<file path="src/rtl/alu_pkg.sv">
// Shared constants for the ALU command pipeline.
// Opcode encodings and result-flag bit positions.
package alu_pkg;

    localparam int ALU_DW  = 8;
    localparam int ALU_OPW = 4;

    localparam logic [3:0] ADD        = 4'd0;
    localparam logic [3:0] SUB        = 4'd1;
    localparam logic [3:0] MUL        = 4'd2;
    localparam logic [3:0] AND        = 4'd3;
    localparam logic [3:0] OR         = 4'd4;
    localparam logic [3:0] XOR        = 4'd5;
    localparam logic [3:0] XNOR       = 4'd6;
    localparam logic [3:0] NOT        = 4'd7;
    localparam logic [3:0] NAND       = 4'd8;
    localparam logic [3:0] NOR        = 4'd9;
    localparam logic [3:0] SLT        = 4'd10;
    localparam logic [3:0] SLL        = 4'd11;
    localparam logic [3:0] SLR        = 4'd12;
    localparam logic [3:0] ROL        = 4'd13;
    localparam logic [3:0] ROR        = 4'd14;
    localparam logic [3:0] OP_ILLEGAL = 4'd15;

    localparam int FLG_Z = 0;
    localparam int FLG_C = 1;
    localparam int FLG_V = 2;
    localparam int FLG_N = 3;

endpackage

</file>
<file path="src/rtl/alu_cmd_fifo.sv">
// Synchronous FIFO holding packed ALU commands.
// Push is ignored when full, pop is ignored when empty.
module alu_cmd_fifo #(
    parameter int DEPTH = 4,
    parameter int W     = 21
) (
    input  logic                     clk,
    input  logic                     rst_n,
    input  logic                     push,
    input  logic [W-1:0]             wdata,
    input  logic                     pop,
    output logic [W-1:0]             rdata,
    output logic                     full,
    output logic                     empty,
    output logic [$clog2(DEPTH):0]   count
);

    localparam int AW = $clog2(DEPTH);

    logic [W-1:0]  mem [DEPTH];
    logic [AW-1:0] wptr;
    logic [AW-1:0] rptr;
    logic          do_push;
    logic          do_pop;

    assign full    = (count == (AW+1)'(DEPTH));
    assign empty   = (count == '0);
    assign do_push = push && !full;
    assign do_pop  = pop && !empty;
    assign rdata   = mem[rptr];

    always_ff @(posedge clk) begin
        if (do_push) mem[wptr] <= wdata;
    end

    // Pointers wrap naturally because DEPTH is a power of two.
    always_ff @(posedge clk or negedge rst_n) begin
        if (!rst_n) begin
            wptr  <= '0;
            rptr  <= '0;
            count <= '0;
        end else begin
            if (do_push) wptr <= wptr + 1'b1;
            if (do_pop)  rptr <= rptr + 1'b1;
            if (do_push && !do_pop)      count <= count + 1'b1;
            else if (!do_push && do_pop) count <= count - 1'b1;
        end
    end

endmodule

</file>
<file path="src/rtl/alu_cmd_pipe.sv">
// Command queue in front of the combinational ALU with a
// registered result stage, accumulator chaining and sticky overflow.
module alu_cmd_pipe
    import alu_pkg::*;
#(
    parameter int DEPTH = 4,
    parameter int DW    = ALU_DW,
    parameter int OPW   = ALU_OPW
) (
    input  logic                   clk,
    input  logic                   rst_n,
    input  logic                   cmd_valid,
    output logic                   cmd_ready,
    input  logic [OPW-1:0]         cmd_op,
    input  logic [DW-1:0]          cmd_a,
    input  logic [DW-1:0]          cmd_b,
    input  logic                   cmd_acc,
    output logic [DW-1:0]          alu_x,
    output logic [DW-1:0]          alu_y,
    output logic [OPW-1:0]         alu_sel,
    input  logic [DW-1:0]          alu_out,
    input  logic                   alu_zero,
    input  logic                   alu_carry,
    input  logic                   alu_overflow,
    input  logic                   alu_negative,
    output logic                   res_valid,
    input  logic                   res_ready,
    output logic [DW-1:0]          res_data,
    output logic [3:0]             res_flags,
    output logic                   res_err,
    output logic                   sticky_ovf,
    input  logic                   sticky_clr,
    output logic [$clog2(DEPTH):0] fifo_count
);

    localparam int CW = OPW + 2*DW + 1;

    logic [CW-1:0]  wdata;
    logic [CW-1:0]  rdata;
    logic           full;
    logic           empty;
    logic           push;
    logic           issue;
    logic [OPW-1:0] h_op;
    logic [DW-1:0]  h_a;
    logic [DW-1:0]  h_b;
    logic           h_acc;
    logic [DW-1:0]  acc;
    logic [3:0]     flags;

    assign cmd_ready = !full;
    assign push      = cmd_valid && !full;
    assign wdata     = {cmd_op, cmd_a, cmd_b, cmd_acc};
    assign {h_op, h_a, h_b, h_acc} = rdata;

    assign issue = !empty && (!res_valid || res_ready);

    assign alu_sel = h_op;
    assign alu_y   = h_b;
    assign alu_x   = h_acc ? acc : h_a;

    always_comb begin
        flags        = '0;
        flags[FLG_Z] = alu_zero;
        flags[FLG_C] = alu_carry;
        flags[FLG_V] = alu_overflow;
        flags[FLG_N] = alu_negative;
    end

    alu_cmd_fifo #(
        .DEPTH (DEPTH),
        .W     (CW)
    ) u_fifo (
        .clk   (clk),
        .rst_n (rst_n),
        .push  (push),
        .wdata (wdata),
        .pop   (issue),
        .rdata (rdata),
        .full  (full),
        .empty (empty),
        .count (fifo_count)
    );

    // acc follows every issued result, so chained commands need no stall.
    always_ff @(posedge clk or negedge rst_n) begin
        if (!rst_n) begin
            res_valid <= 1'b0;
            res_data  <= '0;
            res_flags <= '0;
            res_err   <= 1'b0;
            acc       <= '0;
        end else if (issue) begin
            res_valid <= 1'b1;
            res_data  <= alu_out;
            res_flags <= flags;
            res_err   <= (h_op == OPW'(OP_ILLEGAL));
            acc       <= alu_out;
        end else if (res_valid && res_ready) begin
            res_valid <= 1'b0;
        end
    end

    always_ff @(posedge clk or negedge rst_n) begin
        if (!rst_n) begin
            sticky_ovf <= 1'b0;
        end else if (issue && alu_overflow) begin
            sticky_ovf <= 1'b1;
        end else if (sticky_clr) begin
            sticky_ovf <= 1'b0;
        end
    end

endmodule

</file>
<file path="config.mk">
export PLATFORM = sky130hd
export DESIGN_NAME = alu_cmd_pipe
export DESIGN_NICKNAME = d
export VERILOG_FILES = /design/src/rtl/alu_pkg.sv /design/src/rtl/alu_cmd_fifo.sv /design/src/rtl/alu_cmd_pipe.sv
export SDC_FILE = /design/constraint.sdc
export NUM_CORES = 1
export LEC_CHECK = 0
export CORE_ASPECT_RATIO = 1.75
export CORE_UTILIZATION = 52
export DETAILED_ROUTE_END_ITERATION = 6
export PLACE_DENSITY = 0.87
export SKIP_LAST_GASP = 1
export SYNTH_ARGS = -nofsm -noshare
export SYNTH_HDL_FRONTEND = slang
export SYNTH_SLANG_ARGS = --single-unit
</file>
<file path="constraint.sdc">
create_clock -name clk -period 2.3 [get_ports clk]
set_input_delay 0.575 -clock clk [delete_from_list [all_inputs] [get_ports clk]]
set_output_delay 0.575 -clock clk [all_outputs]
set_load 0.05 [all_outputs]
</file>
==> summary.txt <==
Clock Tree Buf Depth = 2
# rows = 42
Finished Layout Cells = 385
normalized max-slew margin = 64.8%
Crit Path Max Fanout = 8
drt initial violations = 131
ANT cells = 0
worst setup margin = -0.239 ns
ANT nets after route = 0
syn avg cell area = 21.9 um^2
EDFF count, synth = 84
Seq/Total Area, Yosys = 73.5%
Yosys warnings = 0
Overflow after GRT = 0
Hold Buf Count CTS = 0
most frequent cell after synthesis = edfxtp_1
Initial Util = 54.5%
CP required = 1.73 ns
synth top area cells = edfxtp_1 60%, dfrtp_1 13%, mux4_1 6.9%
failing checks = setup timing
TritonRoute pass-1 iters = 4
Post-DP Area = 5100 um^2
Tot GR Track Use = 19.0%
Reg clk slew, reported paths = 0.07 ns
number of global-route vias before repair = 2234
worst skew pair latency = 0.34 ns
Setup crit end kind = output pin
area grow syn2layout = 30.8%
TritonCTS buffer count = 9
largest net degree at the start of global routing = 23
fin util = 71.3%
Post-synth top cells = 84 x edfxtp_1, 22 x dfrtp_1, 14 x mux2_2, 11 x mux4_1, 10 x mux4_2
Design Area, Final = 5470 um^2
outcome = finished with violations
unrepaired setup endpoints after global routing = true
total wire length = 7330 um
Slew Viols, Final = 0
max_cap viols = 0
root buf cell = clkbuf_16
TritonCTS Sinks = 106
DR WL/cell = 19.0 um
placed wire-length estimate = 5100 um
Max rail drop VDD = 0.797 mV
# fillers = 492
Layout Nets = 336
Die Y = 121 um
cell area after synthesis = 4180 um^2
post-synth top area share = 60.3%
antenna violations before repair = 0
Post-synth top flop = edfxtp_1
Worst Tran Pin Value = 0.527 ns
Setup TNS = -2.40 ns
Arr. time, crit path = 1.96 ns
top cell type by total area after synthesis = edfxtp_1
Final GP Congestion = 0.721
vias post-DR = 2099
number of synthesized register bits = 106
first-pass GRT wire length = 11600 um
Hold Crit Class = reg -> reg
H-tree Lvls = 3
kind of critical path = reg -> out
Tmin final = 2.54 ns
Ports = 77
pwr/cell area = 1550 nW/um^2
Power, Total = 8.50 mW
Leakage = 2.03 nW
Max Fclk = 394 MHz
PortBufs = 76
core area = 7670 um^2
library cells used by synthesis = 26
Hold Vio Cnt, Final = 0
Die Wd = 69.8 um
Period Utilization, post-route = 110%
Synth Instances = 191
placed cell count = 368
CP Launch Type = register
share of layout cells above drive strength 1 = 32.0%
final setup fails = 19
die area = 8420 um^2
# DRC = 0
asr flop ratio synth = 20.8%
syn nets = 235
clk_skew = 0.00757 ns
CTS tree = built
DR vias/cell = 5.45
## metal layers
metal	vias to the layer above	wire, um	GRT usage (%)
met1	1073	2790	21.2
met2	56	4130	34.1
li1	960	-	-
met5	-	0	0
met4	0	135	7.12
met3	10	267	5.17
## stage by stage
step                hold slack (ns)  setup WS (ns)
finish                        0.505         -0.239
global route                  0.526         -0.298
CTS                           0.510         -0.251
detailed placement            0.496         -0.102
global placement              0.488        -0.0238
floorplan                     0.279        0.00854
## flip-flops by register name, indices dropped and copies added, names as in the netlist
name / cells
res_valid: 1
u_fifo.count: 3
u_fifo.rptr: 2
u_fifo.wptr: 2
acc: 8
res_err: 1
sticky_ovf: 1
u_fifo.mem: 84
res_flags: 4
## final cells by class
cell class	instances	area (um^2)	share of cell area, %
multi-input cells	71	1010	18.5
inverters	7	26.3	0.480
clock buffers	12	236	4.32
flip-flops and latches	106	3080	56.3
clock inverters	4	51.3	0.938
well taps	88	110	2.01
repair buffers	97	957	17.5
## cell families after synthesis
group / Yosys count / synth area share, %
fa+ha+maj: 6 / 1.97
compound gates: 3 / 0.599
xor+xnor: 6 / 1.26
flops: 106 / 73.5
mux: 44 / 19.2
simple gates: 12 / 1.56
buf+inv: 14 / 1.94
## layout by cell type (no fill, tap or decap), types with 2 or more instances in the layout
cell type / Yosys / routed
xnor2_1: 3 / 3
mux4_2: 10 / 14
nand2_1: 2 / 2
dfrtp_1: 22 / 18
ha_1: 5 / 5
dfrtp_2: 0 / 4
mux4_1: 11 / 7
clkbuf_1: 0 / 3
inv_1: 7 / 7
clkdlybuf4s50_1: 0 / 55
and2_1: 4 / 4
buf_6: 3 / 20
buf_4: 1 / 19
mux2_2: 14 / 14
buf_8: 0 / 2
clkbuf_16: 0 / 9
nor2_1: 2 / 2
xor2_1: 3 / 3
edfxtp_1: 84 / 84
mux2_4: 8 / 8
## worst paths after layout
| path | startpoint | endpoint | slack [ns] | depth (start not counted) |
|---|---|---|---|---|
| worst max-delay path | u_fifo.rptr[0] | alu_x[2] | -0.24 | 3 |
| worst min-delay path | res_flags[2] | res_flags[2] | 0.50 | 1 |
| worst max register to register | u_fifo.count[0] | u_fifo.count[2] | 0.25 | 9 |
| worst min register to register | res_flags[2] | res_flags[2] | 0.50 | 1 |
| max in group asynchronous | rst_n | u_fifo.rptr[0] | 1.46 | 2 |
| min in group asynchronous | rst_n | res_err | 0.59 | 2 |
## critical path: stages (launching register included)
cell     delay, ns
dfrtp_2       0.42
mux4_2        0.68
mux2_4        0.36
buf_6         0.15
## power by group
part	switching, mW	internal (mW)
Clock	0.636	0.847
Sequential	0.216	2.58
Combinational	2.45	1.77
## what timing repair did
item,4_1_cts,5_1_grt
setup buffers,0,2
gates resized for setup,29,2
hold endpoints to repair,0,0
endpoints found under the setup margin,20,19
pin swaps,0,0
Note: power is estimated with default switching activity, not from simulation.
